===== src/rtl/taxi_axis_frame_limit_pkg.sv =====
// Shared types and helpers for the AXI-Stream frame length limiter.
package taxi_axis_frame_limit_pkg;

    typedef enum logic [0:0] {
        PASS = 1'b0,
        DROP = 1'b1
    } state_t;

    // Byte count of a (zero-extended) tkeep vector.
    function automatic int unsigned keep_count(input logic [127:0] keep);
        int unsigned n;
        n = 0;
        for (int unsigned i = 0; i < 128; i++) begin
            n += int'(keep[i]);
        end
        return n;
    endfunction

endpackage


===== src/rtl/taxi_axis_if.sv =====
// AXI-Stream interface with source/sink modports; disabled sideband fields still exist but are ignored.
interface taxi_axis_if #(
    parameter int DATA_W  = 8,
    parameter bit KEEP_EN = (DATA_W > 8),
    parameter int KEEP_W  = ((DATA_W + 7) / 8),
    parameter bit LAST_EN = 1'b1,
    parameter bit ID_EN   = 1'b0,
    parameter int ID_W    = 8,
    parameter bit DEST_EN = 1'b0,
    parameter int DEST_W  = 8,
    parameter bit USER_EN = 1'b0,
    parameter int USER_W  = 1
) ();

    logic [DATA_W-1:0] tdata;
    logic [KEEP_W-1:0] tkeep;
    logic              tvalid;
    logic              tready;
    logic              tlast;
    logic [ID_W-1:0]   tid;
    logic [DEST_W-1:0] tdest;
    logic [USER_W-1:0] tuser;

    modport src (
        output tdata, tkeep, tvalid, tlast, tid, tdest, tuser,
        input  tready
    );

    modport snk (
        input  tdata, tkeep, tvalid, tlast, tid, tdest, tuser,
        output tready
    );

endinterface


===== src/rtl/taxi_axis_register.sv =====
// AXI-Stream register slice: REG_TYPE 0 = bypass, 1 = simple register, 2 = skid buffer (full throughput).
module taxi_axis_register #(
    parameter int REG_TYPE = 2
) (
    input  logic      clk,
    input  logic      rst,
    taxi_axis_if.snk  s_axis,
    taxi_axis_if.src  m_axis
);

    localparam int DATA_W  = s_axis.DATA_W;
    localparam bit KEEP_EN = s_axis.KEEP_EN;
    localparam int KEEP_W  = s_axis.KEEP_W;
    localparam bit LAST_EN = s_axis.LAST_EN;
    localparam bit ID_EN   = s_axis.ID_EN;
    localparam int ID_W    = s_axis.ID_W;
    localparam bit DEST_EN = s_axis.DEST_EN;
    localparam int DEST_W  = s_axis.DEST_W;
    localparam bit USER_EN = s_axis.USER_EN;
    localparam int USER_W  = s_axis.USER_W;
    localparam int PW      = DATA_W + KEEP_W + 1 + ID_W + DEST_W + USER_W;

    logic [KEEP_W-1:0] keep_in;
    logic              last_in;
    logic [ID_W-1:0]   id_in;
    logic [DEST_W-1:0] dest_in;
    logic [USER_W-1:0] user_in;
    logic [PW-1:0]     in_pkt;

    always_comb begin
        keep_in = KEEP_EN ? s_axis.tkeep : '1;
        last_in = LAST_EN ? s_axis.tlast : 1'b1;
        id_in   = ID_EN   ? s_axis.tid   : '0;
        dest_in = DEST_EN ? s_axis.tdest : '0;
        user_in = USER_EN ? s_axis.tuser : '0;
        in_pkt  = {s_axis.tdata, keep_in, last_in, id_in, dest_in, user_in};
    end

    if (REG_TYPE > 1) begin : g_skid
        logic [PW-1:0] m_pkt_reg;
        logic [PW-1:0] temp_pkt_reg;
        logic          m_valid_reg;
        logic          temp_valid_reg;
        logic          s_ready_reg;
        logic          s_ready_early;

        // Ready is registered; the temp slot absorbs the one beat accepted while the output stalls.
        assign s_ready_early = m_axis.tready || (!temp_valid_reg && (!m_valid_reg || !s_axis.tvalid));

        always_ff @(posedge clk) begin
            if (!rst) begin
                s_ready_reg    <= 1'b0;
                m_valid_reg    <= 1'b0;
                temp_valid_reg <= 1'b0;
            end else begin
                s_ready_reg <= s_ready_early;
                if (s_ready_reg) begin
                    if (m_axis.tready || !m_valid_reg) begin
                        m_valid_reg <= s_axis.tvalid;
                        m_pkt_reg   <= in_pkt;
                    end else begin
                        temp_valid_reg <= s_axis.tvalid;
                        temp_pkt_reg   <= in_pkt;
                    end
                end else if (m_axis.tready) begin
                    m_valid_reg    <= temp_valid_reg;
                    m_pkt_reg      <= temp_pkt_reg;
                    temp_valid_reg <= 1'b0;
                end
            end
        end

        assign s_axis.tready = s_ready_reg;
        assign m_axis.tvalid = m_valid_reg;
        assign {m_axis.tdata, m_axis.tkeep, m_axis.tlast, m_axis.tid, m_axis.tdest, m_axis.tuser} = m_pkt_reg;
    end else if (REG_TYPE == 1) begin : g_simple
        logic [PW-1:0] pkt_reg;
        logic          valid_reg;

        assign s_axis.tready = rst && (!valid_reg || m_axis.tready);

        always_ff @(posedge clk) begin
            if (!rst) begin
                valid_reg <= 1'b0;
            end else if (s_axis.tready) begin
                valid_reg <= s_axis.tvalid;
                pkt_reg   <= in_pkt;
            end
        end

        assign m_axis.tvalid = valid_reg;
        assign {m_axis.tdata, m_axis.tkeep, m_axis.tlast, m_axis.tid, m_axis.tdest, m_axis.tuser} = pkt_reg;
    end else begin : g_bypass
        assign s_axis.tready = m_axis.tready;
        assign m_axis.tvalid = s_axis.tvalid;
        assign {m_axis.tdata, m_axis.tkeep, m_axis.tlast, m_axis.tid, m_axis.tdest, m_axis.tuser} = in_pkt;
    end

endmodule


===== src/rtl/taxi_axis_frame_limit.sv =====
// Truncates AXI-Stream frames to cfg_max_len bytes and reports per-frame length/truncation status.
// Define TAXI_AXIS_FRAME_LIMIT_ERR_EN to flag truncated frames via tuser[0] on the forced-tlast beat.
module taxi_axis_frame_limit
    import taxi_axis_frame_limit_pkg::*;
#(
    parameter int LEN_W = 16
) (
    input  logic             clk,
    input  logic             rst,
    taxi_axis_if.snk         s_axis,
    taxi_axis_if.src         m_axis,
    input  logic [LEN_W-1:0] cfg_max_len,
    output logic             status_valid,
    output logic [LEN_W-1:0] status_frame_len,
    output logic             status_trunc
);

    localparam int DATA_W  = s_axis.DATA_W;
    localparam bit KEEP_EN = s_axis.KEEP_EN;
    localparam int KEEP_W  = s_axis.KEEP_W;
    localparam bit LAST_EN = s_axis.LAST_EN;
    localparam bit ID_EN   = s_axis.ID_EN;
    localparam int ID_W    = s_axis.ID_W;
    localparam bit DEST_EN = s_axis.DEST_EN;
    localparam int DEST_W  = s_axis.DEST_W;
    localparam bit USER_EN = s_axis.USER_EN;
    localparam int USER_W  = s_axis.USER_W;

    taxi_axis_if #(
        .DATA_W(DATA_W), .KEEP_EN(KEEP_EN), .KEEP_W(KEEP_W), .LAST_EN(LAST_EN),
        .ID_EN(ID_EN), .ID_W(ID_W), .DEST_EN(DEST_EN), .DEST_W(DEST_W),
        .USER_EN(USER_EN), .USER_W(USER_W)
    ) int_axis ();

    state_t           state_reg;
    state_t           state_next;
    logic [LEN_W-1:0] count_reg;
    logic [LEN_W-1:0] max_len_reg;
    logic             frame_start_reg;

    logic [LEN_W-1:0]  max_len;
    logic [LEN_W-1:0]  remaining;
    logic [LEN_W-1:0]  delivered;
    logic [LEN_W:0]    beat_bytes;
    logic [LEN_W:0]    sum;
    logic [KEEP_W-1:0] keep_in;
    logic [KEEP_W-1:0] keep_mask;
    logic              over;
    logic              out_last;
    logic              beat_acc;

    // The limit in force for a frame is the live cfg on its first beat, the latched copy afterwards.
    always_comb begin
        keep_in    = KEEP_EN ? s_axis.tkeep : '1;
        max_len    = frame_start_reg ? cfg_max_len : max_len_reg;
        beat_bytes = KEEP_EN ? (LEN_W+1)'(keep_count(128'(keep_in))) : (LEN_W+1)'(KEEP_W);
        sum        = {1'b0, count_reg} + beat_bytes;
        over       = (max_len != '0) &&
                     ((sum > {1'b0, max_len}) || ((sum == {1'b0, max_len}) && !s_axis.tlast));
        remaining  = max_len - count_reg;
        for (int unsigned i = 0; i < KEEP_W; i++) begin
            keep_mask[i] = LEN_W'(i) < remaining;
        end
        out_last   = s_axis.tlast || over;
        delivered  = over ? max_len : (sum[LEN_W] ? '1 : sum[LEN_W-1:0]);
        beat_acc   = rst && (state_reg == PASS) && s_axis.tvalid && int_axis.tready;
    end

    always_ff @(posedge clk) begin
        if (!rst) begin
            state_reg <= PASS;
        end else begin
            state_reg <= state_next;
        end
    end

    always_comb begin
        state_next = state_reg;
        case (state_reg)
            PASS: if (beat_acc && over && !s_axis.tlast) state_next = DROP;
            DROP: if (s_axis.tvalid && s_axis.tlast) state_next = PASS;
        endcase
    end

    always_comb begin
        s_axis.tready   = 1'b0;
        int_axis.tvalid = 1'b0;
        if (rst) begin
            case (state_reg)
                PASS: begin
                    s_axis.tready   = int_axis.tready;
                    int_axis.tvalid = s_axis.tvalid;
                end
                DROP: s_axis.tready = 1'b1;
            endcase
        end
        int_axis.tdata = s_axis.tdata;
        int_axis.tkeep = over ? (keep_in & keep_mask) : keep_in;
        int_axis.tlast = out_last;
        int_axis.tid   = s_axis.tid;
        int_axis.tdest = s_axis.tdest;
        int_axis.tuser = s_axis.tuser;
`ifdef TAXI_AXIS_FRAME_LIMIT_ERR_EN
        if (USER_EN && over) int_axis.tuser[0] = 1'b1;
`endif
        status_valid     = beat_acc && out_last;
        status_trunc     = beat_acc && over;
        status_frame_len = delivered;
    end

    // Any output tlast (natural or forced) closes the frame, so the next accepted beat re-latches cfg.
    always_ff @(posedge clk) begin
        if (!rst) begin
            count_reg       <= '0;
            max_len_reg     <= '0;
            frame_start_reg <= 1'b1;
        end else if (beat_acc) begin
            if (frame_start_reg) max_len_reg <= cfg_max_len;
            if (out_last) begin
                count_reg       <= '0;
                frame_start_reg <= 1'b1;
            end else begin
                count_reg       <= sum[LEN_W] ? '1 : sum[LEN_W-1:0];
                frame_start_reg <= 1'b0;
            end
        end
    end

    taxi_axis_register #(
        .REG_TYPE(2)
    ) reg_inst (
        .clk(clk),
        .rst(rst),
        .s_axis(int_axis),
        .m_axis(m_axis)
    );

endmodule


===== src/flat_wrapper.sv =====
// flat-port wrapper written by rule: the top's interface ports become plain ports
module taxi_axis_frame_limit_flat import taxi_axis_frame_limit_pkg::*;
#(
    parameter int LEN_W = 16
)
  (clk, rst, cfg_max_len, status_valid, status_frame_len, status_trunc, s_axis_tdata, s_axis_tkeep, s_axis_tvalid, s_axis_tlast, s_axis_tid, s_axis_tdest, s_axis_tuser, s_axis_tready, m_axis_tdata, m_axis_tkeep, m_axis_tvalid, m_axis_tlast, m_axis_tid, m_axis_tdest, m_axis_tuser, m_axis_tready);
  taxi_axis_if #(.DATA_W(32), .KEEP_EN(1'b1), .KEEP_W(4), .ID_EN(1'b1), .ID_W(8), .DEST_EN(1'b1), .DEST_W(4), .USER_EN(1'b1), .USER_W(2)) s_axis_i ();
  taxi_axis_if #(.DATA_W(32), .KEEP_EN(1'b1), .KEEP_W(4), .ID_EN(1'b1), .ID_W(8), .DEST_EN(1'b1), .DEST_W(4), .USER_EN(1'b1), .USER_W(2)) m_axis_i ();
  input  logic clk;
  input  logic rst;
  input  logic [LEN_W-1:0] cfg_max_len;
  output logic status_valid;
  output logic [LEN_W-1:0] status_frame_len;
  output logic status_trunc;
  input wire logic [$bits(s_axis_i.tdata)-1:0] s_axis_tdata;
  input wire logic [$bits(s_axis_i.tkeep)-1:0] s_axis_tkeep;
  input wire logic [$bits(s_axis_i.tvalid)-1:0] s_axis_tvalid;
  input wire logic [$bits(s_axis_i.tlast)-1:0] s_axis_tlast;
  input wire logic [$bits(s_axis_i.tid)-1:0] s_axis_tid;
  input wire logic [$bits(s_axis_i.tdest)-1:0] s_axis_tdest;
  input wire logic [$bits(s_axis_i.tuser)-1:0] s_axis_tuser;
  output wire logic [$bits(s_axis_i.tready)-1:0] s_axis_tready;
  output wire logic [$bits(m_axis_i.tdata)-1:0] m_axis_tdata;
  output wire logic [$bits(m_axis_i.tkeep)-1:0] m_axis_tkeep;
  output wire logic [$bits(m_axis_i.tvalid)-1:0] m_axis_tvalid;
  output wire logic [$bits(m_axis_i.tlast)-1:0] m_axis_tlast;
  output wire logic [$bits(m_axis_i.tid)-1:0] m_axis_tid;
  output wire logic [$bits(m_axis_i.tdest)-1:0] m_axis_tdest;
  output wire logic [$bits(m_axis_i.tuser)-1:0] m_axis_tuser;
  input wire logic [$bits(m_axis_i.tready)-1:0] m_axis_tready;
  assign s_axis_i.tdata = s_axis_tdata;
  assign s_axis_i.tkeep = s_axis_tkeep;
  assign s_axis_i.tvalid = s_axis_tvalid;
  assign s_axis_i.tlast = s_axis_tlast;
  assign s_axis_i.tid = s_axis_tid;
  assign s_axis_i.tdest = s_axis_tdest;
  assign s_axis_i.tuser = s_axis_tuser;
  assign s_axis_tready = s_axis_i.tready;
  assign m_axis_tdata = m_axis_i.tdata;
  assign m_axis_tkeep = m_axis_i.tkeep;
  assign m_axis_tvalid = m_axis_i.tvalid;
  assign m_axis_tlast = m_axis_i.tlast;
  assign m_axis_tid = m_axis_i.tid;
  assign m_axis_tdest = m_axis_i.tdest;
  assign m_axis_tuser = m_axis_i.tuser;
  assign m_axis_i.tready = m_axis_tready;
  taxi_axis_frame_limit #(.LEN_W(LEN_W)) u_core (.clk(clk), .rst(rst), .s_axis(s_axis_i), .m_axis(m_axis_i), .cfg_max_len(cfg_max_len), .status_valid(status_valid), .status_frame_len(status_frame_len), .status_trunc(status_trunc));
endmodule

===== config.mk =====
export PLATFORM = sky130hd
export DESIGN_NAME = taxi_axis_frame_limit_flat
export DESIGN_NICKNAME = d
export VERILOG_FILES = /design/src/rtl/taxi_axis_frame_limit_pkg.sv /design/src/rtl/taxi_axis_if.sv /design/src/rtl/taxi_axis_register.sv /design/src/rtl/taxi_axis_frame_limit.sv /design/src/flat_wrapper.sv
export SDC_FILE = /design/constraint.sdc
export NUM_CORES = 1
export LEC_CHECK = 0
export ABC_AREA = 1
export CORE_ASPECT_RATIO = 2
export CORE_MARGIN = 2
export CORE_UTILIZATION = 32
export DETAILED_ROUTE_END_ITERATION = 10
export PLACE_DENSITY = 0.5
export SETUP_SLACK_MARGIN = 0.02
export SYNTH_ARGS = -nofsm -noshare
export SYNTH_HDL_FRONTEND = slang
export SYNTH_HIERARCHICAL = 1
export SYNTH_SLANG_ARGS = --single-unit

===== constraint.sdc =====
create_clock -name clk -period 18.7 [get_ports clk]
set_input_delay 4.675 -clock clk [delete_from_list [all_inputs] [get_ports clk]]
set_output_delay 4.675 -clock clk [all_outputs]
set_load 0.03 [all_outputs]

# Word level (Yosys, flattened, before mapping)
# Cells that the tools add are included.
# word_totals
register_bits	139
inputBits	71
out_inout_bits	71
# classes
n_addsub	5
order_cmp	5
n_eq_ne	3
muxes	22
n_bitwise	3
reduce_logical	25
# ops
op	count
$mux 51	3
$mux 16	4
$add 17x1->17	2
$lt 1x16->1 const A	2
$lt 2x16->1 const A	2
$add 16x17->17	1
$eq 17x16->1	1
$gt 17x16->1	1
$reduce_bool 16->1	1
$sub 16x16->16	1
$mux 1	12
$logic_and 1x1->1	10
$reduce_and 3->1	2
$logic_or 1x1->1	5
$and 4x4->4	1
$logic_not 1->1	4
$mux 4	1
$pmux 1 s2	2
$reduce_and 2->1	2
$add 1x1->2	1
$ne 2x1->1 const B	1
$ne 2x2->1 const B	1
$not 1->1	2
$reduce_bool 2->1	1

# Logic depth before layout (Yosys ltp)
# Gate-level depths: netlist of run 1.
# depth
ltp_word	12
mapped_depth	28
depth_no_buf	28

# By module
# The synthesis of run 1 kept the hierarchy.
# by_module_without_submodules
mod	n_inst	cells_per_inst	area_each_um2	seq_area_each_um2
taxi_axis_register	1	293	3907.5	3123.0
taxi_axis_frame_limit	1	665	3796.1	680.7

# Worst setup path before layout of run 1
# Ideal clock, no wire load.
# synth_timing
kind	input to output
start	in s_axis_tkeep[0]
end	out status_frame_len[0]
arrival_ps	8351
required_time_ps	14025
slack_ps	5674
path_stages	24
path_cell_list	fa_1 -> inv_1 -> fa_1 -> inv_1 -> fa_1 -> nand3_2 -> nor2_4 -> nand2_4 -> nor2_4 -> nand2_1 -> xor2_1 -> inv_1 -> ha_1 -> nand2_1 -> nor2_1 -> nand2_1 -> nor2_1 -> nor2_1 -> nand2_1 -> nor2_1 -> nand2_1 -> nand2_2 -> buf_2 -> o21ai_0
# synth_between
elab_chain_cells	9
# synth_lines
element	line_no	rtl
start, declared	flat_wrapper.sv:16	input wire logic [$bits(s_axis_i.tkeep)-1:0] s_axis_tkeep;
$add 1x1->2 (*)	taxi_axis_frame_limit_pkg.sv:14	n += int'(keep[i]);
$add 17x1->17 (*) (2 in a row)	taxi_axis_frame_limit_pkg.sv:14	
$add 16x17->17 (*)	taxi_axis_frame_limit.sv:57	sum = {1'b0, count_reg} + beat_bytes;
branches (longest 4 deep; another with $gt 17x16->1)	--	
$mux 16 (*)	taxi_axis_frame_limit.sv:65	delivered = over ? max_len : (sum[LEN_W] ? '1 : sum[LEN_W-1:0]);
end, declared	flat_wrapper.sv:13	output logic [LEN_W-1:0] status_frame_len;
# Every way passes the cells marked *.

# Worst setup path in the final report of run 1
# layout_timing
start	in s_axis_tkeep[0]
end	out status_frame_len[15]
# The elaborated chain is that of the path after synthesis.

==> results of run 1 <==
power groups by stage:
stage	logic, mW	registers (mW)	clock network, mW
after floorplan	0.0712	0.371	0
after global placement	0.146	0.355	0
after detailed placement	0.147	0.355	0
after CTS	0.147	0.348	0.363
after global routing	0.162	0.349	0.375
final	0.146	0.348	0.354
worst min-delay path, delay by kind of cell (launching register included):
family / cells / cell delay, ns
flip-flops: 1 / 0.30
buffers and inverters: 1 / 0.06
AO/OA/AOI/OAI: 1 / 0.05
routing by layer:
layer | vias up | global-route usage [%]
met5 | - | 0
met4 | 0 | 9.009
met1 | 2995 | 19.29
met3 | 46 | 3.206
li1 | 3372 | -
met2 | 156 | 34.98
how the worst min path moves through the flow:
| stage | endpoint | start | slack, ns | depth (start not counted) |
|---|---|---|---|---|
| 6_report | u_core/max_len_reg[15]$_SDFFE_PN0P_ | u_core/max_len_reg[15]$_SDFFE_PN0P_ | 0.45 | 2 |
| 5_1_grt | u_core/max_len_reg[3]$_SDFFE_PN0P_ | u_core/max_len_reg[3]$_SDFFE_PN0P_ | 0.48 | 2 |
| 4_1_cts | u_core/max_len_reg[15]$_SDFFE_PN0P_ | u_core/max_len_reg[15]$_SDFFE_PN0P_ | 0.46 | 2 |
| 3_5_place_dp | u_core/max_len_reg[15]$_SDFFE_PN0P_ | u_core/max_len_reg[15]$_SDFFE_PN0P_ | 0.45 | 2 |
| 3_3_place_gp | u_core/max_len_reg[15]$_SDFFE_PN0P_ | u_core/max_len_reg[15]$_SDFFE_PN0P_ | 0.44 | 2 |
| 2_1_floorplan | u_core/max_len_reg[15]$_SDFFE_PN0P_ | u_core/max_len_reg[15]$_SDFFE_PN0P_ | 0.43 | 2 |
cells by family after synthesis:
| family | after synthesis | share of synthesized area (%) |
|---|---|---|
| AO/OA/AOI/OAI | 105 | 6.935 |
| flip-flops | 139 | 49.37 |
| XOR/XNOR | 11 | 1.251 |
| buffers and inverters | 157 | 8.900 |
| adder cells (fa/ha/maj) | 36 | 6.237 |
| AND/OR/NAND/NOR | 510 | 27.30 |
through the flow:
stage	hold WS [ns]	total power, mW	area [um^2]	cells
6_report	0.4503	0.8478	9977	1400
5_1_grt	0.4751	0.8859	9977	1400
4_1_cts	0.4569	0.8588	9977	1400
3_5_place_dp	0.4471	0.5016	9366	1368
3_3_place_gp	0.4431	0.5007	9366	1368
2_1_floorplan	0.4313	0.4421	7704	958
cell usage after synthesis, types with 6 or more instances:
library cell	instances	area share (%)
sky130_fd_sc_hd__a21oi_1	52	3.4
sky130_fd_sc_hd__buf_2	7	0.45
sky130_fd_sc_hd__buf_4	6	0.58
sky130_fd_sc_hd__buf_6	8	1.2
sky130_fd_sc_hd__clkbuf_1	7	0.34
sky130_fd_sc_hd__dfxtp_1	37	9.6
sky130_fd_sc_hd__edfxtp_1	102	40
sky130_fd_sc_hd__ha_1	32	5.2
sky130_fd_sc_hd__inv_1	124	6.0
sky130_fd_sc_hd__nand2_1	383	19
sky130_fd_sc_hd__nand3_1	35	2.3
sky130_fd_sc_hd__nand4_1	19	1.5
sky130_fd_sc_hd__nor2_1	46	2.2
sky130_fd_sc_hd__nor3_1	7	0.45
sky130_fd_sc_hd__o21ai_0	36	2.3
sky130_fd_sc_hd__o21ai_1	13	0.84
sky130_fd_sc_hd__xor2_1	10	1.1
final cells by class:
cell class | instances | area share [%]
Clock buffer | 17 | 4.264
Inverter | 128 | 4.866
Timing Repair Buffer | 152 | 14.97
Clock inverter | 15 | 1.856
Tap cell | 287 | 3.599
Multi-Input combinational cell | 662 | 32.30
Sequential cell | 139 | 38.14
==> qor.json, run 1 <==
{
  "status": {"value": "complete, no violations"},
  "critical_path.startpoint": {"value": "s_axis_tkeep[0]"},
  "design.core.area": {"value": 23720, "unit": "um^2"},
  "path_clk_slew": {"value": 0.06, "unit": "ns"},
  "p_seq_share": {"value": 41.1, "unit": "%"},
  "timing.final.hold_violations": {"value": 0},
  "cts_post_setup_buffers_inserted": {"value": 0},
  "routed-via-count": {"value": 6569},
  "synth.yosys.warnings": {"value": 6},
  "unrepaired_setup_endpoints_after_global_routing": {"value": "no"},
  "critical_path.most_common_cell": {"value": "sky130_fd_sc_hd__nand2_1"},
  "met3WireLength": {"value": 784, "unit": "um"},
  "ant_nets": {"value": 0},
  "chipHeight": {"value": 223.4, "unit": "um"},
  "worst_slew_pin_slew": {"value": 0.8770, "unit": "ns"},
  "wl_met2": {"value": 12670, "unit": "um"},
  "path_buf_inv": {"value": 5},
  "largest_net_degree_at_the_start_of_global_routing": {"value": 56},
  "drt_pass1_iterations": {"value": 5},
  "syn_inst": {"value": 958},
  "mostFrequentLayoutCell": {"value": "sky130_fd_sc_hd__nand2_1"},
  "clock_skew": {"value": 0.01377, "unit": "ns"},
  "report.final.slew_viol_count": {"value": 0},
  "critPathCaptureType": {"value": "output pin"},
  "die_w": {"value": 113.7, "unit": "um"},
  "finalSetupViolCount": {"value": 0},
  "share_of_total_power_in_combinational_logic": {"value": 17.2, "unit": "%"},
  "yosysUniqueCellTypes": {"value": 38},
  "drc": {"value": 0},
  "post_cts_resize_count": {"value": 0},
  "regToRegStartpoint": {"value": "u_core/count_reg[0]$_SDFFE_PN0P_"},
  "switchingPower": {"value": 0.2356, "unit": "mW"},
  "utilization": {"value": 42.06, "unit": "%"},
  "post_synth_instance_area": {"value": 7704, "unit": "um^2"},
  "num_rows": {"value": 80},
  "cp_top_family": {"value": "simple AND/OR/NAND/NOR gates"},
  "p_leak": {"value": 4.488, "unit": "nW"},
  "cts_tree": {"value": "built"},
  "cts.sinks": {"value": 139},
  "critical_path_cell_count": {"value": 25},
  "met1_wire_length": {"value": 8725, "unit": "um"},
  "synth_flop_cell": {"value": "sky130_fd_sc_hd__edfxtp_1"},
  "post-route-period-util": {"value": 78.68, "unit": "%"},
  "clock_tree.buffer_depth": {"value": 2},
  "critPathMaxFanout": {"value": 50},
  "dr.first_iter.drc_count": {"value": 390},
  "synthesis.area_per_instance": {"value": 8.041, "unit": "um^2"},
  "rr_endpoint": {"value": "u_core/reg_inst/g_skid.m_pkt_reg[14]$_DFFE_PP_"},
  "pwr_density_cell": {"value": 84.98, "unit": "nW/um^2"},
  "dp_slack": {"value": 4.015, "unit": "ns"},
  "required_time_reported_for_the_critical_path_endpoint": {"value": 14.03, "unit": "ns"},
  "htree_num_levels": {"value": 4},
  "synth_edf_count": {"value": 102},
  "multi_input_area": {"value": 3223, "unit": "um^2"},
  "seq_area_frac_synth": {"value": 49.37, "unit": "%"},
  "ff2ff_setup_slack": {"value": 14.45, "unit": "ns"},
  "swShare": {"value": 27.79, "unit": "%"},
  "worst_hold_path_type": {"value": "reg -> reg"},
  "arrival": {"value": 10.04, "unit": "ns"},
  "synthToLayoutAreaGrowth": {"value": 29.51, "unit": "%"},
  "first_pass_grt_wire_length": {"value": 35380, "unit": "um"},
  "crit_type": {"value": "in -> out"},
  "top_layer_used": {"value": "met4"},
  "dp_hpwl": {"value": 17130, "unit": "um"},
  "syn-num-nets": {"value": 1065},
  "grt_util_all_layers": {"value": 18.52, "unit": "%"},
  "drive_gt1_share": {"value": 5.571, "unit": "%"},
  "startpoint_type": {"value": "input pin"},
  "cts-root-buf": {"value": "sky130_fd_sc_hd__clkbuf_16"},
  "r2r.worst_path.cells": {"value": 23},
  "synthArstFlopShare": {"value": 0, "unit": "%"},
  "worstSetupEndpoint": {"value": "status_frame_len[15]"},
  "antenna_found_initial": {"value": 0},
  "floorplan.initialDensity": {"value": 32.47, "unit": "%"},
  "critical-path-max-stage-delay": {"value": 0.71, "unit": "ns"},
  "seqCellArea": {"value": 3805, "unit": "um^2"},
  "slowest_cell_on_crit_path": {"value": "sky130_fd_sc_hd__clkdlybuf4s50_1"},
  "average_routed_wire_per_standard_cell": {"value": 16.47, "unit": "um"},
  "layout.nets": {"value": 1207},
  "tritoncts.num_buffers": {"value": 17},
  "fillCellCount": {"value": 2417},
  "synth_seq_cells": {"value": 139},
  "later_pin_clock_latency_in_the_skew_report": {"value": 0.43, "unit": "ns"},
  "remaining_max_slew_budget_at_the_tightest_pin": {"value": 41.32, "unit": "%"},
  "place_congestion": {"value": 0.8996},
  "diodes": {"value": 0},
  "postCtsHoldBufs": {"value": 0},
  "first_global_vias": {"value": 6502},
  "die-area": {"value": 25410, "unit": "um^2"},
  "peakVddDrop": {"value": 0.04551, "unit": "mV"},
  "route.final.wire_length": {"value": 23060, "unit": "um"},
  "max_clock_freq": {"value": 67.96, "unit": "MHz"},
  "port_buffers": {"value": 141},
  "route.detailed.vias_per_inst": {"value": 4.692},
  "post-route-min-period": {"value": 14.71, "unit": "ns"},
  "max_cap_viol_count": {"value": 0},
  "post_route_worst_setup_slack": {"value": 3.986, "unit": "ns"},
  "globalRoute.totalOverflow": {"value": 0},
  "timing.setup.tns": {"value": 0, "unit": "ns"},
  "top_level_ports": {"value": 142},
  "most-common-layout-cells": {"value": "sky130_fd_sc_hd__nand2_1, sky130_fd_sc_hd__clkdlybuf4s50_1, sky130_fd_sc_hd__inv_1"},
  "intPower": {"value": 0.6122, "unit": "mW"},
  "p_clk_share": {"value": 41.8, "unit": "%"}
}
No activity file was read; power rests on OpenSTA's default activity.
==> run 2, diff against run 1 <==
Settings changed: PLACE_DENSITY 0.5 to 0.52.
Clock period 18.7 ns to 13.5 ns, I/O delays scaled along.
==> qor.json, run 2 (synthesis gave the netlist of run 1 again) <==
{
  "rr_endpoint": {"value": "u_core/reg_inst/g_skid.m_pkt_reg[15]$_DFFE_PP_"},
  "path_buf_inv": {"value": 6, "change": "+1"},
  "tritoncts.num_buffers": {"value": 17, "change": "unchanged"},
  "cp_top_family": {"value": "simple AND/OR/NAND/NOR gates"},
  "postCtsHoldBufs": {"value": 0, "change": "unchanged"},
  "timing.final.hold_violations": {"value": 0, "change": "unchanged"},
  "cts_tree": {"value": "built"},
  "floorplan.initialDensity": {"value": 32.47, "unit": "%", "change": "unchanged"},
  "ant_nets": {"value": 0, "change": "unchanged"},
  "grt_util_all_layers": {"value": 18.45, "unit": "%", "change": "-0.067 points"},
  "route.final.wire_length": {"value": 22900, "unit": "um", "change": "-0.67%"},
  "place_congestion": {"value": 0.8977, "change": "-0.21%"},
  "cts-root-buf": {"value": "sky130_fd_sc_hd__clkbuf_16"},
  "path_clk_slew": {"value": 0.06, "unit": "ns", "change": "about the same"},
  "die-area": {"value": 25410, "unit": "um^2", "change": "unchanged"},
  "worst_slew_pin_slew": {"value": 0.7043, "unit": "ns", "change": "-0.1727 ns"},
  "route.detailed.vias_per_inst": {"value": 4.749, "change": "+1.2%"},
  "htree_num_levels": {"value": 4, "change": "unchanged"},
  "clock_skew": {"value": 0.008236, "unit": "ns", "change": "-0.005536 ns"},
  "worst_hold_path_type": {"value": "reg -> reg"},
  "dp_hpwl": {"value": 17300, "unit": "um", "change": "+0.98%"},
  "totalPowerFinal": {"value": 1.111, "unit": "mW", "change": "+31%"},
  "utilization": {"value": 41.71, "unit": "%", "change": "-0.35 points"},
  "post-route-period-util": {"value": 88.43, "unit": "%"},
  "slowest_cell_on_crit_path": {"value": "sky130_fd_sc_hd__clkdlybuf4s50_1"},
  "die_w": {"value": 113.7, "unit": "um", "change": "unchanged"},
  "p_leak": {"value": 4.428, "unit": "nW", "change": "-1.3%"},
  "diodes": {"value": 0, "change": "unchanged"},
  "status": {"value": "complete, no violations"},
  "critPathMaxFanout": {"value": 35, "change": "-30%"},
  "port_buffers": {"value": 141, "change": "unchanged"},
  "timing.setup.tns": {"value": 0, "unit": "ns", "change": "unchanged"},
  "drc": {"value": 0, "change": "unchanged"},
  "post_cts_resize_count": {"value": 0, "change": "unchanged"},
  "regToRegStartpoint": {"value": "u_core/count_reg[0]$_SDFFE_PN0P_"},
  "later_pin_clock_latency_in_the_skew_report": {"value": 0.44, "unit": "ns", "change": "about the same"},
  "hold_path.startpoint": {"value": "u_core/max_len_reg[15]$_SDFFE_PN0P_"},
  "most-common-layout-cells": {"value": "sky130_fd_sc_hd__nand2_1, sky130_fd_sc_hd__clkdlybuf4s50_1, sky130_fd_sc_hd__inv_1"},
  "first_global_vias": {"value": 6590, "change": "+1.4%"},
  "routed-via-count": {"value": 6649, "change": "+1.2%"},
  "unrepaired_setup_endpoints_after_global_routing": {"value": "no"},
  "cts_post_setup_buffers_inserted": {"value": 0, "change": "unchanged"},
  "max_clock_freq": {"value": 83.77, "unit": "MHz"},
  "r2r.worst_path.cells": {"value": 27, "change": "+17%"},
  "holdPathEnd": {"value": "u_core/max_len_reg[15]$_SDFFE_PN0P_"},
  "finalSetupViolCount": {"value": 0, "change": "unchanged"},
  "report.final.slew_viol_count": {"value": 0, "change": "unchanged"},
  "post-route-min-period": {"value": 11.94, "unit": "ns"},
  "worstHoldPathCells": {"value": 2, "change": "unchanged"},
  "clock_tree.buffer_depth": {"value": 2, "change": "unchanged"},
  "critical-path-max-stage-delay": {"value": 0.70, "unit": "ns", "change": "about the same"},
  "critical_path.most_common_cell": {"value": "sky130_fd_sc_hd__nand2_1"},
  "peakVddDrop": {"value": 0.05055, "unit": "mV", "change": "+11%"},
  "top_level_ports": {"value": 142, "change": "unchanged"},
  "antenna_found_initial": {"value": 0, "change": "unchanged"},
  "num_rows": {"value": 80, "change": "unchanged"},
  "required_time_reported_for_the_critical_path_endpoint": {"value": 10.12, "unit": "ns", "change": "-3.91 ns"},
  "largest_net_degree_at_the_start_of_global_routing": {"value": 57, "change": "+1.8%"},
  "chipHeight": {"value": 223.4, "unit": "um", "change": "unchanged"},
  "first_pass_grt_wire_length": {"value": 35220, "unit": "um", "change": "-0.43%"},
  "drt_pass1_iterations": {"value": 7, "change": "+2"},
  "design.core.area": {"value": 23720, "unit": "um^2", "change": "unchanged"},
  "cts.sinks": {"value": 139, "change": "unchanged"},
  "max_cap_viol_count": {"value": 0, "change": "unchanged"},
  "average_routed_wire_per_standard_cell": {"value": 16.36, "unit": "um", "change": "-0.67%"},
  "critPathCaptureType": {"value": "output pin"},
  "remaining_max_slew_budget_at_the_tightest_pin": {"value": 52.75, "unit": "%", "change": "+11 points"},
  "arrival": {"value": 8.56, "unit": "ns", "change": "-1.48 ns"},
  "drive_gt1_share": {"value": 5.121, "unit": "%", "change": "-0.45 points"},
  "startpoint_type": {"value": "input pin"},
  "globalRoute.totalOverflow": {"value": 0, "change": "unchanged"},
  "ff2ff_setup_slack": {"value": 9.28, "unit": "ns", "change": "-5.17 ns"},
  "dr.first_iter.drc_count": {"value": 323, "change": "-17%"},
  "layout.nets": {"value": 1207, "change": "unchanged"},
  "pwr_density_cell": {"value": 112.3, "unit": "nW/um^2", "change": "+32%"},
  "synthToLayoutAreaGrowth": {"value": 28.44, "unit": "%"},
  "crit_type": {"value": "in -> out"},
  "mostFrequentLayoutCell": {"value": "sky130_fd_sc_hd__nand2_1"}
}
## run 2: how the worst max path moves through the flow
stage               slack [ns]                   end       startpoint  cells past startpoint
finish                    1.56  status_frame_len[13]  s_axis_tkeep[0]                     26
global route              1.14  status_frame_len[13]  s_axis_tkeep[0]                     26
CTS                       1.54  status_frame_len[14]  s_axis_tkeep[0]                     26
detailed placement        1.54  status_frame_len[14]  s_axis_tkeep[0]                     26
global placement          1.64  status_frame_len[14]  s_axis_tkeep[0]                     26
floorplan                 3.07   status_frame_len[0]  s_axis_tkeep[0]                     24
## run 2: tightest hold or removal path: stages, from the launching register on
cell,delay [ns]
sky130_fd_sc_hd__dfxtp_1,0.30
sky130_fd_sc_hd__inv_1,0.06
sky130_fd_sc_hd__a21oi_1,0.05
## run 2: final cells by class
| class | count | area, um^2 |
|---|---|---|
| clock buffers | 19 | 432.9 |
| clock inverters | 13 | 95.09 |
| fillers | 2406 | 13830 |
| inverters | 128 | 485.5 |
| multi-input cells | 662 | 3223 |
| flip-flops and latches | 139 | 3805 |
| well taps | 287 | 359.1 |
| repair buffers | 152 | 1494 |
## run 2: power by group
part	internal, mW	total, mW	switching, mW
combinational	0.0772	0.202	0.125
sequential	0.477	0.482	0.00505
clock	0.235	0.427	0.192
total	0.789	1.11	0.322
## run 2: routing by layer
metal,vias to the layer above,track usage (%),share of wire [%]
met2,149,35.50,56
met5,-,0,0
met1,3086,18.25,36
li1,3371,-,-
met3,43,2.988,3.0
met4,0,10.15,4.2
## run 2: per-stage QoR
step	std cells	hold slack, ns	worst slack [ns]	cell area [um^2]
after floorplan	958	0.4313	3.075	7704
after global placement	1368	0.4420	1.643	9366
after detailed placement	1368	0.4469	1.541	9366
after CTS	1400	0.4571	1.536	9894
after global routing	1400	0.4937	1.137	9894
final	1400	0.4522	1.562	9894
==> variant 1 (config.mk and constraints of run 2) <==
Put a register stage on the output `status_frame_len`. The value now appears one clock later. The other outputs are not delayed to match.
--- a/src/rtl/taxi_axis_frame_limit.sv
+++ b/src/rtl/taxi_axis_frame_limit.sv
@@ -26,4 +26,6 @@
     localparam bit USER_EN = s_axis.USER_EN;
     localparam int USER_W  = s_axis.USER_W;
+
+    logic [LEN_W-1:0] status_frame_len_d;
 
     taxi_axis_if #(
@@ -106,5 +108,5 @@
         status_valid     = beat_acc && out_last;
         status_trunc     = beat_acc && over;
-        status_frame_len = delivered;
+        status_frame_len_d = delivered;
     end
 
@@ -136,4 +138,8 @@
     );
 
+    always_ff @(posedge clk) begin
+        status_frame_len <= status_frame_len_d;
+    end
+
 endmodule
 
Behaviour: not the same (a bounded check fails within 4 cycles, from zero or initial values and one cycle with rst low).
==> variant 1 against run 2 <==
Global-route usage is 0.64 points lower; setup slack better by 0.13 ns; area after synthesis is 4.8% higher; power is 6.8% higher; wire length is 1.3% higher; cell count is 5.5% higher; sequential cell count is 16 higher; critical endpoint is now status_valid; cell area is 4.6% higher; clock power is 6.3% higher.
==> variant 1: results (changes against run 2) <==
* Status: finished clean
* 1st-iter DRT viols at 459 (+42%)
* Postcts setup bufs at 0 (unchanged)
* R2R Setup Slk at 9.33 ns (+0.05 ns)
* Crit-path max FO at 55 (+57%)
* Placer Congestion at 0.8962 (-0.17%)
* First-pass GRT wire length at 35620 um (+1.1%)
* H-tree levels at 4 (unchanged)
* Mapped Nets at 1095 (+2.8%)
* Num CTS Buffers at 17 (unchanged)
* Cells after synthesis at 988 (+3.1%)
* 1st-pass router iterations at 6 (-1)
* Reg2Reg Depth at 25 (-7.4%)
* Post-DP Area at 9793 um^2 (+4.6%)
* Setup violations, final at 0 (unchanged)
* Pin count of the biggest net entering global routing at 56 (-1.8%)
* Met1 WL at 8400 um (+0.70%)
* Worst rel slew slack at 0.5283 (+0.0008150)
* Commonest cells in the synthesized netlist: nand2_1, inv_1, edfxtp_1
* WL met2 at 13240 um (+2.6%)
* Worst EP arrival at 8.44 ns (-0.12 ns)
* Max VDD drop at 69.71 uV (+38%)
* EDFF count, synth at 102 (unchanged)
* PortBufs at 141 (unchanged)
* Total track usage at 0.1781 (-0.006375)
* Placed Cells at 1444 (+5.6%)
* Min-delay worst type: reg -> reg
* Number of library cell types mapped by synthesis at 36 (-5.3%)
* Int Pwr at 844.0 uW (+6.9%)
* Number of global-route vias before repair at 6802 (+3.2%)
* FF-to-FF Start: u_core/count_reg[0]
* Skew final at 0.01241 ns (+0.004172 ns)
* Top cells by area, synth: edfxtp_1, nand2_1, dfxtp_1
* Final #Nets at 1234 (+2.2%)
* Layout cells sized above 1 at 0.04912 (-0.002090)
* Clock Pin Slew Worst Setup and Hold Paths at 0.06 ns (about the same)
* Reg-to-reg endpoint: u_core/reg_inst/g_skid.m_pkt_reg[18]
* Drt wl/cell at 15.71 um (-3.9%)
* Met3 routed WL at 652 um (-5.4%)
* Drt via density at 4.581 (-3.5%)
* Pleak at 0.004503 uW (+1.7%)
* Worst setup path endpoint: status_valid
* DP HPWL at 17500 um (+1.2%)
* Sequential area share after synthesis at 0.5106 (+0.01686)
* Fill count at 2587 (+7.5%)
* Initial antenna violation count at 1 (+1)
* DRT Wirelength at 23210 um (+1.3%)
[variant 1: power by group through the flow]
stage | registers (uW) | logic (uW) | clock network [uW]
2_1_floorplan | 567 | 95.1 | 0
3_3_place_gp | 542 | 201 | 0
3_5_place_dp | 542 | 202 | 0
4_1_cts | 531 | 203 | 473
5_1_grt | 533 | 223 | 488
6_report | 531 | 201 | 454
[variant 1: final cells by class]
cell class | instances | area [um^2] | area share
antenna | 1 | 2.502 | 0.0002417
clock buffer | 17 | 425.4 | 0.04109
clock inverter | 15 | 132.6 | 0.01281
inverter | 123 | 466.7 | 0.04508
multi-input combinational | 680 | 3302 | 0.3189
sequential | 155 | 4125 | 0.3984
tap | 336 | 420.4 | 0.04060
timing repair buffer | 150 | 1479 | 0.1428
[variant 1: metal layers]
metal,track usage,vias to the layer above
li1,-,3471
met1,0.1730,3104
met2,0.3430,149
met3,0.02864,42
met4,0.09524,0
met5,0,-
[variant 1: metrics by stage]
step	util	setup WS [ns]
4_1_cts	0.4152	1.645
2_1_floorplan	-	3.468
3_3_place_gp	0.3928	1.743
3_5_place_dp	0.3928	1.646
5_1_grt	0.4153	1.196
6_report	0.4153	1.689
[variant 1: worst min path at each step]
stage	start	to	slack, ns	cells after the start
floorplan	u_core/max_len_reg[10]	u_core/max_len_reg[10]	0.42	2
global placement	u_core/max_len_reg[11]	u_core/max_len_reg[11]	0.43	2
detailed placement	u_core/max_len_reg[2]	u_core/max_len_reg[2]	0.44	2
CTS	u_core/max_len_reg[11]	u_core/max_len_reg[11]	0.45	2
global route	u_core/max_len_reg[14]	u_core/max_len_reg[14]	0.47	2
finish	u_core/max_len_reg[11]	u_core/max_len_reg[11]	0.45	2
[variant 1: cell families after synthesis]
logic type               Yosys count  share of synthesized area
flip-flops                       155                     0.5106
XOR/XNOR                           9                   0.009760
AND/OR/NAND/NOR                  535                     0.2728
AO/OA/AOI/OAI                    100                    0.06537
adder cells (fa/ha/maj)           36                    0.05949
buffers and inverters            153                    0.08195
[variant 1: critical path: stages]
cell and delay [ns]:
clkdlybuf4s50_1 0.47, fa_1 0.56, inv_1 0.05, fa_1 0.40, inv_1 0.11, fa_1 0.19, nand2_1 0.07, inv_2 0.08
nand2_2 0.11, nor2_1 0.20, nand3_1 0.16, xor2_1 0.20, inv_1 0.06, ha_1 0.31, nand2_1 0.06, nor2_1 0.16
nand2_1 0.07, nor2_1 0.14, nand3b_1 0.12, nor2_1 0.06, nand2_1 0.10, nand2_4 0.29, nand2_1 0.26, nand2_1 0.09
inv_1 0.06, clkdlybuf4s50_1 0.68
==> variant 2 (config.mk and constraints of run 2) <==
Made on the original files. `ID_EN` is set to 1'b1 in 2 places; all go to 1'b0.
--- a/src/flat_wrapper.sv
+++ b/src/flat_wrapper.sv
@@ -5,6 +5,6 @@
 )
   (clk, rst, cfg_max_len, status_valid, status_frame_len, status_trunc, s_axis_tdata, s_axis_tkeep, s_axis_tvalid, s_axis_tlast, s_axis_tid, s_axis_tdest, s_axis_tuser, s_axis_tready, m_axis_tdata, m_axis_tkeep, m_axis_tvalid, m_axis_tlast, m_axis_tid, m_axis_tdest, m_axis_tuser, m_axis_tready);
-  taxi_axis_if #(.DATA_W(32), .KEEP_EN(1'b1), .KEEP_W(4), .ID_EN(1'b1), .ID_W(8), .DEST_EN(1'b1), .DEST_W(4), .USER_EN(1'b1), .USER_W(2)) s_axis_i ();
-  taxi_axis_if #(.DATA_W(32), .KEEP_EN(1'b1), .KEEP_W(4), .ID_EN(1'b1), .ID_W(8), .DEST_EN(1'b1), .DEST_W(4), .USER_EN(1'b1), .USER_W(2)) m_axis_i ();
+  taxi_axis_if #(.DATA_W(32), .KEEP_EN(1'b1), .KEEP_W(4), .ID_EN(1'b0), .ID_W(8), .DEST_EN(1'b1), .DEST_W(4), .USER_EN(1'b1), .USER_W(2)) s_axis_i ();
+  taxi_axis_if #(.DATA_W(32), .KEEP_EN(1'b1), .KEEP_W(4), .ID_EN(1'b0), .ID_W(8), .DEST_EN(1'b1), .DEST_W(4), .USER_EN(1'b1), .USER_W(2)) m_axis_i ();
   input  logic clk;
   input  logic rst;
Behaviour: not the same (a bounded check fails within 4 cycles, from zero or initial values and one cycle with rst low).
==> variant 2 against run 2 <==
Sequential cell count down 16; cell count decreased by 4.5%; area after synthesis decreased by 6.7%; worst hold slack got worse by 0.0042 ns; cell area shrank 6.8%; wire length shrank 9.2%; setup slack got worse by 0.65 ns; power shrank 3.3%; critical endpoint is now status_frame_len[3]; largest cell class unchanged; highest routed layer unchanged.
==> variant 2: results (changes against run 2) <==
* Status: finished clean
* Clock Pin Slew Worst Setup and Hold Paths at 0.05 ns
* Slew at the pin closest to its max-slew limit at 1.052 ns (+0.3473 ns)
* Layout cells sized above 1 at 0.04241 (-0.008800)
* Synth warn at 6 (unchanged)
* 1st-iter DRT viols at 317 (-1.9%)
* H-tree levels at 4 (unchanged)
* Sequential area share after synthesis at 0.4624 (-0.03135)
* DP HPWL at 15500 um (-10%)
* Num CTS Buffers at 17 (unchanged)
* 1st-pass router iterations at 4 (-3)
* Pin count of the biggest net entering global routing at 56 (-1.8%)
* Max clock buf depth at 2 (unchanged)
* Initial antenna violation count at 0 (unchanged)
* First-pass GRT wire length at 32180 um (-8.6%)
* Critical Path Start: s_axis_tkeep[0]
* Post-synth top flop: edfxtp_1
* Net Sw Frac at 0.2745 (-0.01501)
* Skew final at 0.006152 ns (-0.002084 ns)
* Placer Congestion at 0.9323 (+3.9%)
* Number of library cell types mapped by synthesis at 33 (-13%)
* EDFF count, synth at 86 (-16%)
* Via count at 6342 (-4.6%)
* Max VDD drop at 100.9 uV (+100%)
* Worst EP arrival at 9.21 ns (+0.65 ns)
* Postcts setup bufs at 0 (unchanged)
* Crit-path max FO at 55 (+57%)
* Cells after synthesis at 927 (-3.2%)
* Pleak at 0.004121 uW (-6.9%)
* Number of global-route vias before repair at 6175 (-6.3%)
* Antenna cells at 0 (unchanged)
* FF-to-FF Start: u_core/count_reg[0]
* Clock Latency Late Sink at 0.42 ns (-0.02 ns)
* PortBufs at 125 (-11%)
* DRT Wirelength at 20780 um (-9.2%)
* Min-delay worst type: reg -> reg
* Critical path's slowest cell: clkdlybuf4s50_1
* Crit path largest cell delay at 0.74 ns (+0.04 ns)
* Commonest cells in the synthesized netlist: nand2_1, inv_1, edfxtp_1
* FFs w/ async S/R, synth at 0 (unchanged)
* Final #Nets at 1155 (-4.3%)
* Top cells by area, synth: edfxtp_1, nand2_1, dfxtp_1
* Root buf cell: clkbuf_16
* CTS resizes at 0 (unchanged)
* Place WS at 0.9639 ns (-0.5774 ns)
* Total track usage at 0.1805 (-0.004020)
* Drt wl/cell at 15.54 um (-5.0%)
* Hold_sp: u_core/max_len_reg[6]
* Placed Cells at 1305 (-4.6%)
variant 2: power by group through the flow:
stage / logic (uW) / registers [uW] / clock network, uW
3_3_place_gp: 185 / 432 / 0
3_5_place_dp: 186 / 432 / 0
2_1_floorplan: 97.1 / 451 / 0
6_report: 185 / 424 / 465
5_1_grt: 205 / 426 / 492
4_1_cts: 187 / 424 / 479
variant 2: final timing paths:
kind,slack (ns),cells past startpoint,end
max,0.91,22,status_frame_len[3]
min reg2reg,0.45,2,u_core/max_len_reg[6]
max reg2reg,8.61,24,u_core/reg_inst/g_skid.m_pkt_reg[18]
min,0.45,2,u_core/max_len_reg[6]
variant 2: kinds of logic (layout without fill, tap and decap cells):
group                      Yosys count  count (layout)  share of synthesized area
xor gates and xnor gates             8               8                   0.009750
AOI/OAI and AO/OA                  107             107                    0.07660
other                                1               8                  0.0005218
buffers and inverters              165             292                     0.1018
and+or+nand+nor                    487             487                     0.2820
DFF                                123             123                     0.4624
adders and majority gates           36              36                    0.06685
variant 2: worst max-delay path: cells and delay by family:
kind	cells	cell delay, ns
and+or+nand+nor	11	2.33
adders and majority gates	3	1.20
buffers and inverters	5	1.48
AOI/OAI and AO/OA	3	0.78
variant 2: metal layers:
metal / wire, um / GRT usage
met1: 7666 / 0.1836
met2: 11510 / 0.3364
met3: 804 / 0.03745
met4: 797 / 0.08565
met5: 0 / 0
variant 2: area by class of cell:
type,count,area (um^2)
fillers,2275,12840
multi-input cells,646,3167
clock buffers,17,425.4
flip-flops and latches,123,3324
repair buffers,131,1296
well taps,276,345.3
clock inverters,15,172.7
inverters,129,489.2
variant 2: stage by stage:
step,power [uW],util,area [um^2]
floorplan,548.4,-,7213
global placement,617.0,0.3908,8622
detailed placement,618.3,0.3908,8622
CTS,1091,0.4179,9220
global route,1123,0.4179,9220
finish,1074,0.4179,9220
